--- src/rtl/ifetch_ctrl_pkg.sv ---
// Shared types and constants for the instruction fetch controller.
package ifetch_ctrl_pkg;

  localparam int unsigned IFETCH_ADDR_W = 6;

  localparam logic [1:0] ST_IDLE = 2'd0;
  localparam logic [1:0] ST_FILL = 2'd1;
  localparam logic [1:0] ST_RUN  = 2'd2;
  localparam logic [1:0] ST_DONE = 2'd3;

  typedef enum logic [1:0] {
    S_IDLE = ST_IDLE,
    S_FILL = ST_FILL,
    S_RUN  = ST_RUN,
    S_DONE = ST_DONE
  } state_e;

  // Instruction class field encodings used by decode.
  localparam logic [1:0] ICLASS_R  = 2'b00;
  localparam logic [1:0] ICLASS_I  = 2'b01;
  localparam logic [1:0] ICLASS_LS = 2'b10;

endpackage

--- src/rtl/ifetch_ctrl.sv ---
// Instruction fetch controller: streams words from a combinational memory to decode.
// Define IFETCH_BRANCH_EN to enable br_valid/br_target redirects; otherwise they are ignored.
module ifetch_ctrl
  import ifetch_ctrl_pkg::*;
#(
  parameter int unsigned ADDR_W   = IFETCH_ADDR_W,
  parameter int unsigned PROG_LEN = 64
) (
  input  logic              clk,
  input  logic              rst_n,
  input  logic              start,
  input  logic              halt_req,
  output logic [ADDR_W-1:0] mem_addr,
  input  logic [31:0]       mem_code,
  output logic [31:0]       inst,
  output logic [ADDR_W-1:0] inst_pc,
  output logic              inst_valid,
  input  logic              inst_ready,
  input  logic              br_valid,
  input  logic [ADDR_W-1:0] br_target,
  output logic              busy,
  output logic              done,
  output logic [ADDR_W:0]   fetch_cnt
);

  localparam int unsigned     PC_W   = ADDR_W + 1;
  localparam logic [PC_W-1:0] PC_END = PC_W'(PROG_LEN);

  state_e            state_q, state_d;
  logic [PC_W-1:0]   pc_q, pc_d;
  logic [PC_W-1:0]   fetch_cnt_q, fetch_cnt_d;
  logic [31:0]       inst_q, inst_d;
  logic [ADDR_W-1:0] inst_pc_q, inst_pc_d;
  logic              inst_valid_q, inst_valid_d;
  logic              accept_c;
  logic              load_c;

`ifndef IFETCH_BRANCH_EN
  logic unused_br;
  assign unused_br = ^{br_valid, br_target};
`endif

  // Next-state, pc and output-register computation.
  always_comb begin
    state_d      = state_q;
    pc_d         = pc_q;
    fetch_cnt_d  = fetch_cnt_q;
    inst_d       = inst_q;
    inst_pc_d    = inst_pc_q;
    inst_valid_d = inst_valid_q;
    load_c       = 1'b0;
    accept_c     = inst_valid_q & inst_ready;

    if (accept_c && (fetch_cnt_q != '1)) begin
      fetch_cnt_d = fetch_cnt_q + PC_W'(1);
    end

    case (state_q)
      S_IDLE: begin
        if (start) state_d = S_FILL;
      end
      S_FILL: begin
        if (halt_req) begin
          state_d = S_IDLE;
        end else begin
          load_c  = 1'b1;
          state_d = S_RUN;
        end
      end
      S_RUN: begin
        // An unaccepted held word is dropped and refetched on resume.
        if (halt_req) begin
          inst_valid_d = 1'b0;
          state_d      = S_IDLE;
          if (!accept_c) pc_d = {1'b0, inst_pc_q};
        end
`ifdef IFETCH_BRANCH_EN
        else if (br_valid) begin
          pc_d         = {1'b0, br_target};
          inst_valid_d = 1'b0;
          state_d      = S_FILL;
        end
`endif
        else if (accept_c) begin
          if (pc_q >= PC_END) begin
            inst_valid_d = 1'b0;
            state_d      = S_DONE;
          end else begin
            load_c = 1'b1;
          end
        end
      end
      S_DONE: begin
        if (start) begin
          pc_d        = '0;
          fetch_cnt_d = '0;
          state_d     = S_FILL;
        end
      end
      default: state_d = S_IDLE;
    endcase

    if (load_c) begin
      inst_d       = mem_code;
      inst_pc_d    = pc_q[ADDR_W-1:0];
      pc_d         = pc_q + PC_W'(1);
      inst_valid_d = 1'b1;
    end
  end

  always_ff @(posedge clk) begin
    if (!rst_n) begin
      state_q      <= S_IDLE;
      pc_q         <= '0;
      fetch_cnt_q  <= '0;
      inst_q       <= '0;
      inst_pc_q    <= '0;
      inst_valid_q <= 1'b0;
    end else begin
      state_q      <= state_d;
      pc_q         <= pc_d;
      fetch_cnt_q  <= fetch_cnt_d;
      inst_q       <= inst_d;
      inst_pc_q    <= inst_pc_d;
      inst_valid_q <= inst_valid_d;
    end
  end

  assign mem_addr   = pc_q[ADDR_W-1:0];
  assign inst       = inst_q;
  assign inst_pc    = inst_pc_q;
  assign inst_valid = inst_valid_q;
  assign fetch_cnt  = fetch_cnt_q;
  assign busy       = (state_q == S_FILL) || (state_q == S_RUN);
  assign done       = (state_q == S_DONE);

endmodule

--- config.mk ---
export PLATFORM = sky130hd
export DESIGN_NAME = ifetch_ctrl
export DESIGN_NICKNAME = d
export VERILOG_FILES = /design/src/rtl/ifetch_ctrl_pkg.sv /design/src/rtl/ifetch_ctrl.sv
export SDC_FILE = /design/constraint.sdc
export NUM_CORES = 1
export LEC_CHECK = 0
export ABC_AREA = 1
export ABC_CLOCK_PERIOD_IN_PS = 1900
export BUFFER_PORTS_ARGS = -buffer_cell sky130_fd_sc_hd__buf_2
export CAP_MARGIN = 20
export CELL_PAD_IN_SITES_DETAIL_PLACEMENT = 0
export CELL_PAD_IN_SITES_GLOBAL_PLACEMENT = 1
export CORE_MARGIN = 1
export CORE_UTILIZATION = 33
export DETAILED_ROUTE_END_ITERATION = 7
export GPL_TIMING_DRIVEN = 0
export PLACE_DENSITY = 0.81
export REMOVE_ABC_BUFFERS = 1
export SLEW_MARGIN = 20
export SYNTH_ARGS = -nofsm -noshare
export SYNTH_HDL_FRONTEND = slang
export SYNTH_SLANG_ARGS = --single-unit
--- constraint.sdc ---
create_clock -name clk -period 1.9 [get_ports clk]
set_input_delay 0.19 -clock clk [delete_from_list [all_inputs] [get_ports clk]]
set_output_delay 0.19 -clock clk [all_outputs]
set_load 0.005 [all_outputs]
# Word level (Yosys, flattened, before mapping)
# Index checks and enable logic that the tools add are counted.
dict set report totals {
  ff_bits 55
  out_inout_bits 54
  elab_cells 55
}
dict set report op_classes {
  addsub 2
  n_mux 24
  n_eq_ne 10
  reduce_logical 11
  bitwise 1
  magnitude_cmp 1
}
# cell count
set ops {}
lappend ops {{2-to-1 mux 7 bit} 7}
lappend ops {{adder 7 x 1 -> 7 bit, second input constant} 2}
lappend ops {{one-hot mux 7 bit (2 select lines)} 1}
lappend ops {{inequality test 3 bit, second input constant} 4}
lappend ops {{2-to-1 mux 2 bit} 5}
lappend ops {{2-to-1 mux 1 bit} 9}
lappend ops {{nonzero test 3 bit} 3}
lappend ops {{>= comparator 7 bit, second input constant} 1}
lappend ops {{inequality test 7 bit, second input constant} 1}
lappend ops {{one-hot mux 2 bit (3 select lines)} 1}
lappend ops {{AND reduction 3 bit} 2}
lappend ops {{== test 2 bit, second input constant} 2}
lappend ops {{AND reduction 4 bit} 1}
lappend ops {{inequality test 3 x 2 -> 1 bit, second input constant} 1}
lappend ops {{== test 2 x 1 -> 1 bit, second input constant} 1}
lappend ops {{zero test 2 bit} 1}
lappend ops {{inequality test 2 x 1 -> 1 bit, second input constant} 1}
lappend ops {{one-hot mux 1 bit (2 select lines)} 1}
lappend ops {{nonzero test 2 bit} 1}
lappend ops {{OR reduction 2 bit} 1}
lappend ops {{AND 1 bit} 1}
lappend ops {{logical AND 1 bit} 1}
lappend ops {{logical OR 1 bit} 1}

# Logic depth before layout (Yosys ltp)
dict set report depth {
  word_depth 7
  mapped_depth 13
  depth_no_buf 12
}

# Worst setup path after synthesis
# No wires, ideal clock.
dict set report synth_timing {
  path_type {register to register}
  startpoint {register state_q[0]}
  endpoint {register pc_q[5]}
  n_path_buf 1
  stages_incl_launch_ff 14
  arrival_time_ns 1.413
  path_slack_ns 0.378
  path_cell_list {dfxtp_1 > inv_1 > ha_1 > inv_2 > nor2_4 > nand2_2 > nand2_1 > nand2_2 > buf_2 > nand3_1 > nand2_1 > inv_1 > nand2_1 > inv_1}
}
dict set report synth_between {
  elab_chain_cells 4
  word_cells_on_any_way 11
  classes_between {eq/ne (6); mux (3); reduce/logical (2)}
}
# item line
set synth_lines {}
lappend synth_lines {{start: declaration} ifetch_ctrl.sv:29} ;# state_e state_q, state_d;
lappend synth_lines {{start signal: assignment} ifetch_ctrl.sv:120} ;# state_q <= state_d;
lappend synth_lines {{== test 2 bit or == test 2 x 1 -> 1 bit (tied branches)} ifetch_ctrl.sv:58} ;# case (state_q)
lappend synth_lines {{one-hot mux 1 bit (2 select lines)} ifetch_ctrl.sv:58}
lappend synth_lines {{inequality test 3 bit (no line), or another cell as far along} -}
lappend synth_lines {{AND reduction 4 bit (no line)} -}
lappend synth_lines {{end signal: assignment} ifetch_ctrl.sv:121} ;# pc_q <= pc_d;
lappend synth_lines {{end: declaration} ifetch_ctrl.sv:30} ;# logic [PC_W-1:0] pc_q, pc_d;
# Parallel ways exist; a longest one is shown, timed or not.
# A chain may end at the register's enable or synchronous reset.

# Final worst setup path
dict set report layout_timing {
  startpoint {register state_q[1]}
  endpoint {register pc_q[2]}
}
# Same word-level chain as after synthesis.

==> reports/qor.txt <==
die height -> 88.1 um
Synth Register Bits -> 55
Max Clk Rate -> 572 MHz
critical path's slowest cell -> dfxtp_1
Hold Path Class -> input port to register
met3 GRT Util -> 0.0443
die boundary width -> 88.1 um
mux contribution to synthesized area -> 0
critical path type -> register to register
setup TNS -> 0 ps
Req. time, crit path -> 2110 ps
pin count of the biggest net entering global routing -> 52
nature of the critical path endpoint -> register
largest family of logic cells by synthesized area -> simple AND/OR/NAND/NOR gates
grt peak-use layer -> met2
Final setup violation count -> 0
Finished Layout Cells -> 529
RePlAce Congestion -> 0.820
H-tree lvl count -> 2
Worst slew margin -> 0.543
Simple-Gate Fraction of Synth Area -> 0.261
GR Overflow Total -> 0
clock-pin transition on the worst setup and hold timing paths -> 100 ps
Antenna Cells -> 0
Max Cap Viol -> 0
Final Hold Fails -> 0
num ports -> 98
Avg Cell Area, Syn -> 7.12 um^2
number of fillers in the final layout -> 780
via count -> 2394
Die Footprint -> 0.00777 mm^2
vias in the first global route -> 2110
drt wl/cell -> 12.3 um
DRC viols -> 0
P_leak -> 1.48 nW
Tmin final -> 1750 ps
root buffer cell -> clkbuf_8
dpl hpwl -> 3860 um
Slew Limit Fails -> 0
CTS tree -> yes
Synth Area in XOR/XNOR -> 0.0215
Mapped Cells -> 344
clock sink total -> 55
Final WS setup -> 152 ps
Initial DRT Pass Iterations -> 4
area of the mapped netlist -> 0.00245 mm^2
Port-buffer cells -> 90
Final Routed Wirelength -> 6520 um
GR Util met2 -> 0.283
Worst Skew -> 5.11 ps
cells along the critical path -> inv_1, ha_1, nand2_1, nand2_4, nand2_8, nand2_1, o21ai_0, nor2_1
Least-Margin Pin Slew -> 686 ps
Iter 0 DRT Violations -> 129
RSZ-0062 raised after global routing -> no
share of layout cells above drive strength 1 -> 0.267
run status -> finished clean
worst skew pair latency -> 310 ps
CP Launch Type -> register
total power -> 3.51 mW
FFs w/ async S/R, synth -> 0
post-DR vias/cell -> 4.53
Place WS -> -348 ps
fin nets -> 480
CP Max Fanout -> 13
arrival time at the worst endpoint -> 1950 ps
number of synthesized flops with an enable pin -> 0
fin util -> 0.440
CP peak stage delay -> 410 ps
GRT Util Overall -> 0.163
GRT met1 Usage -> 0.198
Final Cycle Share -> 0.920
ys flop type -> dfxtp_1
Synth Warn # -> 0
core area -> 0.00721 mm^2
Adder-Cell Fraction of Synth Area -> 0.0358
largest delay contributor family on the critical path -> simple AND/OR/NAND/NOR gates
FP Rows -> 31
CP bufs+invs -> 1
sequential area share after synthesis -> 0.450
Synth cell types -> 23
first-pass GRT wire length -> 9690 um
total CTS buffers -> 5
most frequent CP cell -> nand2_1
post-route ant nets -> 0
post-synthesis compound-gate area fraction -> 0.130
synth-to-layout area growth -> 29.5%
initial antenna violation count -> 0
pwr dens -> 1110 mW/mm^2
hold buffers post-CTS -> 0
Cells after DPL -> 514
Peak supply drop -> 0.448 mV
initial core utilization -> 0.339
clock tree buffer depth -> 2
[metal layers]
| metal | vias up | share of wire |
|---|---|---|
| met2 | 73 | 0.44 |
| li1 | 1245 | - |
| met3 | 7 | 0.063 |
| met5 | - | 0 |
| met1 | 1069 | 0.48 |
| met4 | 0 | 0.0090 |
[synthesized netlist by cell type, types with 2 or more instances]
master     n  area (um^2)
clkbuf_1   8         30.0
inv_1     33          124
xor2_1     5         43.8
nand3_1   17         85.1
o21ai_1    2         10.0
nand2_1   53          199
nor3_1     2         10.0
buf_2      2         10.0
o21ai_0   43          215
buf_4      9         67.6
nor2_1    84          315
a21oi_1   14         70.1
ha_1       7         87.6
nand2_2    2         12.5
dfxtp_1   55         1100
[flip-flops by register name, indices dropped and copies added (netlist names)]
name / flops
state_q: 2
inst_pc: 6
fetch_cnt: 7
pc_q: 7
inst: 32
inst_valid: 1
[stage by stage]
| step | area, um^2 | hold slack [ps] |
|---|---|---|
| 6_report | 3170 | 124 |
| 5_1_grt | 3170 | 122 |
| 4_1_cts | 3090 | 116 |
| 3_5_place_dp | 2930 | 448 |
| 3_3_place_gp | 2900 | 438 |
| 2_1_floorplan | 2330 | 288 |
[final cells by class]
| cell class | instances | area (um^2) | share of cell area |
|---|---|---|---|
| Sequential cell | 55 | 1100 | 0.347 |
| Clock inverter | 2 | 35.0 | 0.0110 |
| Clock buffer | 6 | 82.6 | 0.0260 |
| Timing Repair Buffer | 95 | 508 | 0.160 |
| Inverter | 35 | 135 | 0.0426 |
| Tap cell | 99 | 124 | 0.0391 |
| Multi-Input combinational cell | 237 | 1190 | 0.374 |
[cells in the final DEF (no fill, tap or decap), drive strengths merged]
master	synthesis	layout
buf	12	95
nand3	17	17
dfxtp	55	55
xor2	5	5
inv	34	33
clkbuf	8	6
clkinv	1	2
o21ai	45	45
o22ai	1	1
clkinvlp	0	1
bufinv	0	1
ha	7	7
nand4	1	1
nor3	2	2
xnor2	1	1
nand2	55	57
a21oi	15	16
nor2	85	85
[worst paths after layout]
check / depth (start not counted) / start / slack, ps / end
worst max register to register: 8 / state_q[1]$_SDFFE_PN0P_ / 150 / pc_q[2]$_SDFFE_PN0P_
worst min register to register: 2 / fetch_cnt[6]$_SDFF_PN0_ / 480 / fetch_cnt[6]$_SDFF_PN0_
worst min-delay path: 3 / mem_code[5] / 120 / inst[5]$_SDFFE_PN0P_
worst max-delay path: 8 / state_q[1]$_SDFFE_PN0P_ / 150 / pc_q[2]$_SDFFE_PN0P_
[worst register-to-register path: stages (launching register included)]
cell and delay, ps:
dfxtp_1 410, inv_1 100, ha_1 190, nand2_1 280, nand2_4 190, nand2_8 160, nand2_1 100, o21ai_0 160
nor2_1 60
[repair_timing]
action / in CTS / in global routing
hold endpoints to repair: 0 / 0
pin swaps: 1 / 2
buffers inserted: 2 / 2
gates resized for setup: 2 / 9
setup endpoints to repair: 46 / 46
cloned: 1 / 2
[cells by family (layout without fill, tap and decap cells)]
logic type	after synthesis	after routing
compound gates	61	62
xor+xnor	6	6
fa+ha+maj	7	7
buf+inv	55	138
flops	55	55
simple gates	160	162
[power by group]
group,switching (mW),internal (mW)
Sequential,0.121,1.34
Clock,0.385,0.427
Combinational,0.730,0.511
Total,1.24,2.27
No activity file was read; power rests on OpenSTA's default activity.
